File: src/rtl/int_controller_pkg.sv
// Shared definitions for the jacaranda-8 interrupt controller: default register
// addresses, FSM state encoding, CTRL bit layout and the vector address helper.
`default_nettype none

package int_controller_pkg;

  localparam logic [7:0] VBASE_ADDR_DEF = 8'd245;
  localparam logic [7:0] CTRL_ADDR_DEF  = 8'd246;
  localparam logic [7:0] PEND_ADDR_DEF  = 8'd247;
  localparam logic [7:0] MASK_ADDR_DEF  = 8'd248;

  localparam int CTRL_GEN_BIT  = 0;
  localparam int CTRL_IDX_LSB  = 3;
  localparam int CTRL_BUSY_BIT = 7;

  localparam logic [7:0] INT_EN_ON  = 8'h01;
  localparam logic [7:0] INT_EN_OFF = 8'h00;

  typedef enum logic [1:0] {
    ST_IDLE    = 2'd0,
    ST_REQ     = 2'd1,
    ST_SERVICE = 2'd2
  } state_e;

  // Handler address wraps modulo 256 on the 8-bit address space.
  function automatic logic [7:0] vec_addr(input logic [7:0] base,
                                          input logic [2:0] idx,
                                          input int         shift);
    return base + (8'(idx) << shift);
  endfunction

endpackage

`default_nettype wire

File: src/rtl/int_prio_enc.sv
// Fixed-priority encoder: index 0 has the highest priority.
`default_nettype none

module int_prio_enc #(
  parameter int N_SRC = 4
) (
  input  logic [N_SRC-1:0] active_i,
  output logic             valid_o,
  output logic [2:0]       sel_o
);

  always_comb begin
    valid_o = |active_i;
    sel_o   = 3'd0;
    for (int i = N_SRC - 1; i >= 0; i--) begin
      if (active_i[i]) sel_o = 3'(i);
    end
  end

endmodule

`default_nettype wire

File: src/rtl/int_controller.sv
// Multi-source interrupt controller: edge-latched pending bits, mask, fixed
// priority selection and a REQ/SERVICE handshake with the cpu.
`default_nettype none

module int_controller
  import int_controller_pkg::*;
#(
  parameter int         N_SRC      = 4,
  parameter int         VEC_SHIFT  = 2,
  parameter logic [7:0] VBASE_ADDR = VBASE_ADDR_DEF,
  parameter logic [7:0] CTRL_ADDR  = CTRL_ADDR_DEF,
  parameter logic [7:0] PEND_ADDR  = PEND_ADDR_DEF,
  parameter logic [7:0] MASK_ADDR  = MASK_ADDR_DEF
) (
  input  logic             clock,
  input  logic             reset_n,
  input  logic [N_SRC-1:0] src_irq,
  input  logic [7:0]       bus_addr,
  input  logic [7:0]       bus_w_data,
  input  logic             bus_w_en,
  output logic [7:0]       bus_r_data,
  output logic             bus_hit,
  input  logic             cpu_int_ack,
  input  logic             cpu_int_ret,
  output logic             int_req,
  output logic [7:0]       int_vec,
  output logic [7:0]       int_en
);

  localparam logic [7:0] SRC_MASK = 8'((9'd1 << N_SRC) - 9'd1);

  logic [N_SRC-1:0] prev_src_q;
  logic [7:0]       mask_q;
  logic [7:0]       pend_q;
  logic [7:0]       pend_d;
  logic [7:0]       vbase_q;
  logic             gen_q;
  state_e           state_q;
  logic [2:0]       svc_idx_q;
  logic             int_req_q;
  logic [7:0]       int_vec_q;
  logic [7:0]       int_en_q;

  logic [7:0] rise;
  logic [7:0] active;
  logic [7:0] ctrl_rd;
  logic       enc_valid;
  logic [2:0] enc_sel;
  logic       wr_vbase;
  logic       wr_ctrl;
  logic       wr_pend;
  logic       wr_mask;
  logic       ack_clr;

  assign wr_vbase = bus_w_en && (bus_addr == VBASE_ADDR);
  assign wr_ctrl  = bus_w_en && (bus_addr == CTRL_ADDR);
  assign wr_pend  = bus_w_en && (bus_addr == PEND_ADDR);
  assign wr_mask  = bus_w_en && (bus_addr == MASK_ADDR);
  assign ack_clr  = (state_q == ST_REQ) && cpu_int_ack;
  assign active   = pend_q & mask_q;

  always_comb begin
    rise               = 8'h00;
    rise[N_SRC-1:0]    = src_irq & ~prev_src_q;
  end

  // Clears are applied first so that a same-cycle edge always survives them.
  always_comb begin
    pend_d = pend_q;
    if (wr_pend) pend_d = pend_d & ~bus_w_data;
    if (ack_clr) pend_d[svc_idx_q] = 1'b0;
    pend_d = (pend_d | rise) & SRC_MASK;
  end

  int_prio_enc #(
    .N_SRC (N_SRC)
  ) u_prio_enc (
    .active_i (active[N_SRC-1:0]),
    .valid_o  (enc_valid),
    .sel_o    (enc_sel)
  );

  always_ff @(posedge clock or negedge reset_n) begin
    if (!reset_n) begin
      prev_src_q <= '0;
      pend_q     <= 8'h00;
      mask_q     <= 8'h00;
      vbase_q    <= 8'h00;
      gen_q      <= 1'b0;
    end else begin
      prev_src_q <= src_irq;
      pend_q     <= pend_d;
      if (wr_mask)  mask_q  <= bus_w_data & SRC_MASK;
      if (wr_vbase) vbase_q <= bus_w_data;
      if (wr_ctrl)  gen_q   <= bus_w_data[CTRL_GEN_BIT];
    end
  end

  always_ff @(posedge clock or negedge reset_n) begin
    if (!reset_n) begin
      state_q   <= ST_IDLE;
      svc_idx_q <= 3'd0;
      int_req_q <= 1'b0;
      int_vec_q <= 8'h00;
      int_en_q  <= INT_EN_ON;
    end else begin
      case (state_q)
        ST_IDLE: begin
          if (gen_q && enc_valid) begin
            state_q   <= ST_REQ;
            svc_idx_q <= enc_sel;
            int_vec_q <= vec_addr(vbase_q, enc_sel, VEC_SHIFT);
            int_req_q <= 1'b1;
            int_en_q  <= INT_EN_OFF;
          end
        end
        ST_REQ: begin
          // The latched source is kept until ack or withdrawal; no re-selection.
          if (cpu_int_ack) begin
            state_q   <= ST_SERVICE;
            int_req_q <= 1'b0;
          end else if (!gen_q || !active[svc_idx_q]) begin
            state_q   <= ST_IDLE;
            int_req_q <= 1'b0;
            int_en_q  <= INT_EN_ON;
          end
        end
        ST_SERVICE: begin
          if (cpu_int_ret) begin
            state_q  <= ST_IDLE;
            int_en_q <= INT_EN_ON;
          end
        end
        default: begin
          state_q   <= ST_IDLE;
          int_req_q <= 1'b0;
          int_en_q  <= INT_EN_ON;
        end
      endcase
    end
  end

  always_comb begin
    ctrl_rd                          = 8'h00;
    ctrl_rd[CTRL_BUSY_BIT]           = (state_q != ST_IDLE);
    ctrl_rd[CTRL_IDX_LSB +: 3]       = svc_idx_q;
    ctrl_rd[CTRL_GEN_BIT]            = gen_q;
  end

  always_comb begin
    bus_hit    = 1'b1;
    bus_r_data = 8'h00;
    if (bus_addr == VBASE_ADDR)      bus_r_data = vbase_q;
    else if (bus_addr == CTRL_ADDR)  bus_r_data = ctrl_rd;
    else if (bus_addr == PEND_ADDR)  bus_r_data = pend_q;
    else if (bus_addr == MASK_ADDR)  bus_r_data = mask_q;
    else                             bus_hit    = 1'b0;
  end

  assign int_req = int_req_q;
  assign int_vec = int_vec_q;
  assign int_en  = int_en_q;

endmodule

`default_nettype wire

File: config.mk
export PLATFORM = sky130hd
export DESIGN_NAME = int_controller
export DESIGN_NICKNAME = d
export VERILOG_FILES = /design/src/rtl/int_controller_pkg.sv /design/src/rtl/int_prio_enc.sv /design/src/rtl/int_controller.sv
export SDC_FILE = /design/constraint.sdc
export NUM_CORES = 1
export LEC_CHECK = 0
export BUFFER_PORTS_ARGS = -buffer_cell sky130_fd_sc_hd__clkbuf_2
export CELL_PAD_IN_SITES_DETAIL_PLACEMENT = 1
export CELL_PAD_IN_SITES_GLOBAL_PLACEMENT = 1
export CORE_MARGIN = 4
export CORE_UTILIZATION = 36
export DETAILED_ROUTE_END_ITERATION = 16
export GPL_ROUTABILITY_DRIVEN = 0
export PLACE_DENSITY_LB_ADDON = 0.2
export SYNTH_ARGS = -nofsm -noshare
export SYNTH_HDL_FRONTEND = slang
export SYNTH_SLANG_ARGS = --single-unit
File: constraint.sdc
create_clock -name clock -period 1.75 [get_ports clock]
set_input_delay 0.0875 -clock clock [delete_from_list [all_inputs] [get_ports clock]]
set_output_delay 0.0875 -clock clock [all_outputs]
set_load 0.05 [all_outputs]
==> impl_metrics.csv, run 1 <==
group,metric,value,unit
logic_synthesis,ys.flop_type,"dfrtp_1",
run_status,status,"finished, violations left",
clocking,clockBufferDepth,2,
sta,skew,0.0105,ns
drt,drtIter0Drc,79,
clocking,cts.sinks,35,
place,placed_cell_area,2240,um^2
drt,drc,0,
floorplan,die_y,79.8,um
logic_synthesis,synthMuxAreaShare,0.137,
drt,drt_wl_total,5510,um
sta,fin_ws,-0.0532,ns
setup_path,crit_fanout,2,
layout,nNetsFinal,269,
drt,wl_met1,2410,um
global_route,grt_max_degree,36,
run_status,violations,"negative setup slack",
clocking,cts_tree,"yes",
drt,wl_met2,2810,um
clocking,clk_latency,0.29,ns
logic_synthesis,synth_commonest_cells,"dfrtp_1, nand2_1, buf_4, mux2_4",
setup_path,setup.worst_path.end_class,"flip-flop",
setup_path,cp.required,1.93,ns
drt,top_layer_used,"met4",
setup_path,worstPathArrival,1.98,ns
logic_synthesis,yosysTopAreaCell,"dfrtp_1",
place,placedCellCount,288,
drt,vias,1566,
logic_synthesis,synth_top_area_share,0.459,
logic_synthesis,synth_top_family_by_area,"simple AND/OR/NAND/NOR gates",
global_route,overflow,0,
pwr,ir_drop,0.503,mV
logic_synthesis,synth_compound_area_frac,0.122,
logic_synthesis,synth_enable_flop_cells,0,
clocking,ctsHtreeMaxLevel,2,
logic_synthesis,yosysSeqAreaShare,0.473,
logic_synthesis,synth_seq_cells,35,
floorplan,die_w,79.8,um
sta,drv_slew,0,
logic_synthesis,synthAdderAreaFrac,0.0243,
logic_synthesis,postSynthAreaPerCell,11.2,um^2
place,hpwlAfterDp,4040,um
pwr,p_leak,1.32,nW
logic_synthesis,synthXorXnorAreaFrac,0.0189,
min_path,min_path_type,"in -> reg",
logic_synthesis,yosysUniqueCellTypes,47,
global_route,antenna_found_initial,0,
global_route,grt_pass1_wl,8850,um
floorplan,core-area,4850,um^2
sta,setup_viol,3,
logic_synthesis,async_flop_share,1.00,
layout,n_antenna_cell,0,
logic_synthesis,synthSimpleGateAreaFrac,0.171,
layout,design_area,2600,um^2
run,cap_violations,0,
clocking,clk_pin_slew_worst_paths,0.08,ns
sta,finalCriticalPeriod,1.80,ns
drt,wire_per_inst,17.8,um
clocking,clock-root-buffer,"clkbuf_8",
pwr,power_density,721,nW/um^2
global_route,grt_use_total,0.182,
place,portBuffers,43,
floorplan,die-area,6360,um^2
logic_synthesis,synth.most_common_cell,"dfrtp_1",
floorplan,ioPinCount,51,
drt,wl_met3,245,um
setup_path,cp-start-kind,"flip-flop",
sta,rsz0062_at_grt,"true",
clocking,cts_buffers,5,
global_route,grt_pass1_vias,1734,
drt,vias_per_cell,5.07,
logic_synthesis,ys_top_cells_by_area,"dfrtp_1, mux2_4, nand2_1",
setup_path,path_class,"reg -> reg",
sta,finalHoldViolCount,0,
sta,hold_ws,0.0250,ns
setup_path,regToRegSetupSlack,-0.05,ns
layout,fin_cells,309,
layout,areaGrowthSynthToFinish,40.3,%
layout,final_layout_size_suffix_gt1_frac,0.467,
floorplan,num_rows,25,
sta,max_freq,555,MHz
drt,firstDrtPassIters,4,
sta,period_share,1.03,
logic_synthesis,synth_cells,166,
pwr,power.total,0.00187,W
drt,ant_nets,0,
floorplan,initial_utilization,0.382,
logic_synthesis,syn_area,1850,um^2
logic_synthesis,synth_warnings,0,
-- placed cells by master (no fill, tap or decap), drive strengths merged, types with 4 or more instances in the layout --
cell         netlist  final
a22oi              4      4
and3               4      4
buf                9     25
clkbuf             1     49
conb               1      7
dfrtp             34     34
dlygate4sd3        0      5
inv                7      7
mux2              19     19
nand2             19     19
nand2b             5      5
nor3               4      4
o21ai             10     10
o22ai              5      5
-- path summary, 6_finish.rpt --
path	from	to	cells after the start
worst max-delay path	pend_q[0]$_DFF_PN0_	int_vec[3]$_DFFE_PN0P_	5
worst min-delay path	bus_w_data[7]	vbase_q[7]$_DFFE_PN0P_	2
worst max register to register	pend_q[0]$_DFF_PN0_	int_vec[3]$_DFFE_PN0P_	5
worst min register to register	prev_src_q[2]$_DFF_PN0_	pend_q[2]$_DFF_PN0_	1
max in group asynchronous	reset_n	int_en[0]$_DFFE_PN1P_	3
min in group asynchronous	reset_n	pend_q[0]$_DFF_PN0_	3
-- worst max-delay path, stage by stage, from the launching register on --
cell     delay, ns
dfrtp_1       0.41
buf_6         0.13
a22oi_2       0.19
ha_2          0.23
fa_2          0.44
mux2_4        0.28
-- final cells by class --
type                    instances  area [um^2]
repair buffers                 72          507
multi-input cells             120         1000
clock inverters                 1         7.51
fillers                       546         2250
well taps                      67         83.8
clock buffers                   7         96.3
inverters                       7         26.3
flip-flops and latches         35          877
-- metrics by stage --
stage | util | worst slack [ns] | setup TNS (ns)
floorplan | - | 0.0267 | 0
CTS | 0.508 | -0.0497 | -0.0883
global route | 0.537 | -0.111 | -0.561
detailed placement | 0.462 | -0.176 | -0.474
finish | 0.537 | -0.0532 | -0.0890
global placement | 0.462 | -0.0435 | -0.0763
-- report_power, final --
group	switching (W)	internal (W)
combinational	0.000207	0.000124
sequential	0.0000333	0.000852
clock	0.000300	0.000358
-- metal layers --
layer	vias to the layer above	GRT usage
met5	-	0
met4	0	0.0456
met3	5	0.0327
met2	48	0.322
met1	782	0.230
li1	731	-
-- state kept, by name (all words and copies together), names as in the netlist, 2 cells and up --
| register | count |
|---|---|
| int_vec | 8 |
| mask_q | 4 |
| pend_q | 4 |
| prev_src_q | 4 |
| state_q | 2 |
| svc_idx_q | 2 |
| vbase_q | 8 |
-- cells by family (layout without fill, tap and decap cells) --
| family | count (synthesis) | in the layout |
|---|---|---|
| buf+inv | 17 | 87 |
| xor+xnor | 4 | 4 |
| mux | 20 | 20 |
| fa+ha+maj | 3 | 3 |
| flops | 35 | 35 |
| simple gates | 52 | 52 |
| compound gates | 34 | 34 |
| other cells | 1 | 7 |
-- what timing repair did --
action,4_1_cts,5_1_grt
setup buffers,2,5
pin swaps,4,8
gates resized for setup,14,18
endpoints found under the hold margin,38,0
gates cloned,0,1
setup endpoints to repair,6,11
hold buffers,5,0
No activity file was read; power rests on OpenSTA's default activity.
==> inputs of run 2 (changes only) <==
- MAX_ROUTING_LAYER: unset -> met4
==> run 2 against run 1 <==
- the flow still finishes with violations (negative setup slack)
- sequential cell count did not move
- first-iteration DRC count grew 15%
- sequential share of layout area unchanged
- critical path depth unchanged
- non-clock buffer count did not move
- clock skew down 0.00084 ns
- wire length down 0.22%
- critical path type unchanged
- largest cell class unchanged
- largest power group unchanged
==> impl_metrics.csv, run 2 (synthesis results as in run 1) <==
group,metric,value,unit
drt,drtIter0Drc,91,
sta,rsz0062_at_grt,"true",
sta,skew,0.00966,ns
pwr,clkPwrFrac,0.351,
drt,wire_per_inst,17.8,um
global_route,grt_use_met1,0.230,
layout,layout_common_cells,"clkbuf_2, dfrtp_1, buf_4, nand2_1, mux2_4",
place,preCtsSetupSlack,-0.176,ns
min_path,hp-start,"bus_w_data[7]",
pwr,p_sw,0.000540,W
drt,firstDrtPassIters,4,
pwr,switching_share,0.288,
setup_path,cp.required,1.93,ns
sta,drv_slew,0,
clocking,clk_pin_slew_worst_paths,0.08,ns
drt,drc,0,
run,cap_violations,0,
setup_path,cp-start-kind,"flip-flop",
setup_path,setup.worst_path.end_class,"flip-flop",
drt,drt_wl_total,5490,um
floorplan,die_y,79.8,um
floorplan,ioPinCount,51,
sta,hold_ws,0.0252,ns
clocking,cts.sinks,35,
setup_path,regToRegSetupSlack,-0.05,ns
layout,final_common_cell,"clkbuf_2",
global_route,overflow,0,
sta,setup_tns,-0.0784,ns
floorplan,num_rows,25,
clocking,clock-root-buffer,"clkbuf_8",
pwr,ir_drop,0.503,mV
pwr,p_leak,1.32,nW
run_status,violations,"negative setup slack",
layout,fillers,546,
clocking,ctsHtreeMaxLevel,2,
setup_path,path_class,"reg -> reg",
clocking,clockBufferDepth,2,
layout,areaGrowthSynthToFinish,40.3,%
pwr,p_int,0.00133,W
global_route,grtUsageMet3,0.0384,
layout,n_antenna_cell,0,
clocking,clk_latency,0.29,ns
min_path,holdPathStages,2,
floorplan,core-area,4850,um^2
setup_path,worstPathArrival,1.98,ns
global_route,antenna_found_initial,0,
global_route,use_met2,0.322,
pwr,seq_power_share,0.472,
sta,setup_viol,2,
global_route,grt_pass1_vias,1730,
clocking,cts_tree,"yes",
floorplan,die_w,79.8,um
sta,period_share,1.03,
min_path,min_path_type,"in -> reg",
layout,nNetsFinal,269,
place,hpwlAfterDp,4040,um
global_route,grt_use_total,0.188,
setup_path,r2r_cells,5,
run_status,status,"finished, violations left",
place,portBuffers,43,
drt,ant_nets,0,
min_path,hold-path-endpoint,"vbase_q[7]$_DFFE_PN0P_",
pwr,power_density,721,nW/um^2
floorplan,die-area,6360,um^2
drt,vias,1557,
layout,final_layout_size_suffix_gt1_frac,0.467,
clocking,cts_buffers,5,
sta,finalCriticalPeriod,1.80,ns
global_route,busiest_layer,"met2",
global_route,grt_max_degree,36,
sta,fin_ws,-0.0532,ns
pwr,pwr-share-comb,0.176,
floorplan,initial_utilization,0.382,
sta,max_freq,555,MHz
sta,finalHoldViolCount,0,
global_route,grt_pass1_wl,8860,um
pwr,power.total,0.00187,W
drt,vias_per_cell,5.04,
setup_path,r2r-end,"int_vec[3]$_DFFE_PN0P_",
setup_path,r2r-start,"pend_q[0]$_DFF_PN0_",
setup_path,crit_fanout,2,
run 2: cell counts in the layout (fill, tap and decap cells not counted):
Identical to the previous run, type by type.
run 2: area by class of cell:
| cell class | instances | area, um^2 | area share |
|---|---|---|---|
| Clock buffer | 7 | 96.3 | 0.0370 |
| Timing Repair Buffer | 72 | 507 | 0.195 |
| Tap cell | 67 | 83.8 | 0.0322 |
| Clock inverter | 1 | 7.51 | 0.00289 |
| Sequential cell | 35 | 877 | 0.337 |
| Inverter | 7 | 26.3 | 0.0101 |
| Multi-Input combinational cell | 120 | 1000 | 0.386 |
run 2: routing by layer:
layer  vias up  part of all wire  routed length (um)
li1        732                 -                   -
met1       778              0.44                2430
met2        42              0.51                2780
met3         5             0.043                 236
met4         0            0.0080                  44
met5         -                 0                   0
run 2: worst max-delay path by stage:
stage	start	end	slack, ns
finish	pend_q[0]$_DFF_PN0_	int_vec[3]$_DFFE_PN0P_	-0.05
global route	pend_q[2]$_DFF_PN0_	int_vec[3]$_DFFE_PN0P_	-0.11
CTS	mask_q[1]$_DFFE_PN0P_	int_vec[6]$_DFFE_PN0P_	-0.05
detailed placement	pend_q[1]$_DFF_PN0_	int_vec[7]$_DFFE_PN0P_	-0.18
global placement	pend_q[1]$_DFF_PN0_	int_vec[7]$_DFFE_PN0P_	-0.04
floorplan	pend_q[2]$_DFF_PN0_	int_vec[3]$_DFFE_PN0P_	0.03
run 2: power groups by stage:
stage          Combinational (W)  Clock [W]  Sequential [W]
2_1_floorplan           0.000129          0        0.000952
6_report                0.000331   0.000659        0.000885
4_1_cts                 0.000314   0.000671        0.000884
3_3_place_gp            0.000280          0        0.000896
5_1_grt                 0.000357   0.000719        0.000891
3_5_place_dp            0.000290          0        0.000900
run 2: through the flow:
step | utilization | instances | area [um^2]
6_report | 0.537 | 309 | 2600
5_1_grt | 0.537 | 309 | 2600
2_1_floorplan | - | 172 | 1880
4_1_cts | 0.508 | 303 | 2460
3_3_place_gp | 0.462 | 288 | 2240
3_5_place_dp | 0.462 | 288 | 2240
run 2: what timing repair did:
action                                 4_1_cts  5_1_grt
setup endpoints to repair                    6       11
buffers inserted                             2        5
cloned                                       0        1
pin swaps                                    4        8
gates resized for setup                     14       18
hold buffers                                 5        0
endpoints found under the hold margin       38        0
run 2: critical path, cell delays in order, from the launching register on:
cell and delay [ns]:
dfrtp_1 0.41, buf_6 0.13, a22oi_2 0.19, ha_2 0.23
fa_2 0.44, mux2_4 0.28
==> inputs of run 3 (changes only) <==
==> constraint.sdc (replaced) <==
create_clock -name clock -period 1.75 [get_ports clock]
set_input_delay 0.0875 -clock clock [delete_from_list [all_inputs] [get_ports clock]]
set_output_delay 0.0875 -clock clock [all_outputs]
set_load 0.1 [all_outputs]
==> run 3 against run 2 <==
- highest routed layer unchanged
- critical endpoint unchanged
- largest cell class unchanged
- critical path type unchanged
- largest power group unchanged
- clock power grew 15%
- hold slack gained 0.0026 ns
- the run still ends with negative setup slack left
- sequential cell count is the same
==> impl_metrics.csv, run 3 (synthesis results as in run 1) <==
group,metric,value,unit
drt,drtIter0Drc,68,
clocking,clk_pin_slew_worst_paths,0.07,ns
global_route,grt_pass1_vias,1743,
floorplan,initial_utilization,0.382,
floorplan,die-area,6360,um^2
drt,drc,0,
floorplan,die_w,79.8,um
drt,drt_wl_total,5420,um
drt,wire_per_inst,18.0,um
sta,period_share,1.01,
layout,final_common_cell,"clkbuf_2",
layout,multi_input_area,963,um^2
global_route,overflow,0,
sta,hold_ws,0.0277,ns
pwr,power.total,0.00206,W
pwr,ir_drop,0.525,mV
clocking,clockBufferDepth,2,
global_route,antenna_found_initial,0,
sta,drv_slew,0,
clocking,ctsHtreeMaxLevel,2,
sta,tightest_slew,0.546,ns
sta,finalCriticalPeriod,1.77,ns
sta,fin_ws,-0.0204,ns
min_path,min_path_type,"in -> reg",
clocking,clk_latency,0.29,ns
sta,rsz0062_at_grt,"true",
drt,vias_per_cell,5.18,
layout,fillers,535,
place,placed_cell_area,2350,um^2
setup_path,cp-start-kind,"flip-flop",
sta,skew,0.00445,ns
layout,areaGrowthSynthToFinish,39.8,%
global_route,grt_pass1_wl,8990,um
layout,fin_cells,302,
setup_path,crit_fanout,3,
clocking,cts_buffers,5,
setup_path,crit_start,"mask_q[1]$_DFFE_PN0P_",
layout,n_antenna_cell,0,
pwr,p_leak,1.30,nW
floorplan,num_rows,25,
setup_path,worstPathArrival,1.95,ns
drt,ant_nets,0,
drt,firstDrtPassIters,4,
floorplan,die_y,79.8,um
sta,max_freq,565,MHz
layout,final_layout_size_suffix_gt1_frac,0.417,
layout,design_area,2590,um^2
clocking,cts.sinks,35,
sta,finalHoldViolCount,0,
clocking,cts_tree,"yes",
global_route,grt_use_total,0.193,
run,cap_violations,0,
pwr,power_density,794,nW/um^2
floorplan,core-area,4850,um^2
place,placedCellCount,288,
clocking,clock-root-buffer,"clkbuf_8",
sta,setup_viol,2,
setup_path,path_class,"reg -> reg",
global_route,grt_max_degree,36,
run_status,status,"finished, violations left",
min_path,hp-start,"bus_w_data[7]",
layout,register_area,877,um^2
sta,slew_headroom,0.637,
place,portBuffers,43,
floorplan,ioPinCount,51,
place,hpwlAfterDp,3940,um
setup_path,r2r-start,"mask_q[1]$_DFFE_PN0P_",
setup_path,cp.required,1.93,ns
drt,vias,1565,
run_status,violations,"negative setup slack",
layout,nNetsFinal,262,
setup_path,setup.worst_path.end_class,"flip-flop",
layout,layout_common_cells,"clkbuf_2, dfrtp_1, nand2_1, buf_4, mux2_4",
[run 3: cell types whose count changed in the layout (fill, tap and decap cells not counted), moves of 2 or more]
cell      change
buf_12        +7
nand2_1       +2
buf_6         -2
buf_4         -4
clkbuf_2      -6
mux2_1        +4
nand2_2       -2
mux2_4        -4
[run 3: through the flow]
| step | TNS [ns] | util | worst slack [ns] |
|---|---|---|---|
| floorplan | 0 | - | 0.0260 |
| global placement | -0.115 | 0.485 | -0.0685 |
| detailed placement | -0.654 | 0.485 | -0.154 |
| CTS | 0 | 0.530 | 0.000408 |
| global route | -0.379 | 0.535 | -0.0995 |
| finish | -0.0331 | 0.535 | -0.0204 |
[run 3: final timing paths]
| path | endpoint | slack, ns | depth (start not counted) |
|---|---|---|---|
| min reg2reg | pend_q[3]$_DFF_PN0_ | 0.43 | 1 |
| max reg2reg | int_vec[3]$_DFFE_PN0P_ | -0.02 | 5 |
| min in group asynchronous | vbase_q[2]$_DFFE_PN0P_ | 0.37 | 3 |
| min | vbase_q[7]$_DFFE_PN0P_ | 0.03 | 2 |
| max in group asynchronous | int_en[0]$_DFFE_PN1P_ | 1.02 | 3 |
| max | int_vec[3]$_DFFE_PN0P_ | -0.02 | 5 |
[run 3: where the power goes]
part	internal (W)	total, W	switching (W)
sequential	0.000853	0.000885	0.0000324
combinational	0.000114	0.000416	0.000302
clock	0.000461	0.000758	0.000297
total	0.00143	0.00206	0.000632
[run 3: timing repair]
action                                 CTS  global route
endpoints found under the hold margin   38             0
gates cloned                             0             0
pin swaps                                3             5
setup endpoints to repair               12            11
setup buffers                            0             1
resized for setup                       14             2
hold buffers                             5             0
[run 3: critical path: stages (launching register included)]
cell and delay (ns):
dfrtp_1 0.41, a22oi_2 0.22, a21boi_4 0.22, buf_4 0.13
fa_1 0.40, mux2_4 0.27
[run 3: routing by layer]
layer / share of wire / global-route usage
met4: 0.018 / 0.0693
met2: 0.51 / 0.322
met1: 0.43 / 0.226
met3: 0.046 / 0.0474
met5: 0 / -
[run 3: area by class of cell]
cell class                 instances  area share
tap                               67      0.0323
timing repair buffer              65       0.202
inverter                           7      0.0101
multi-input combinational        120       0.372
clock buffer                       6      0.0319
sequential                        35       0.338
clock inverter                     2      0.0135
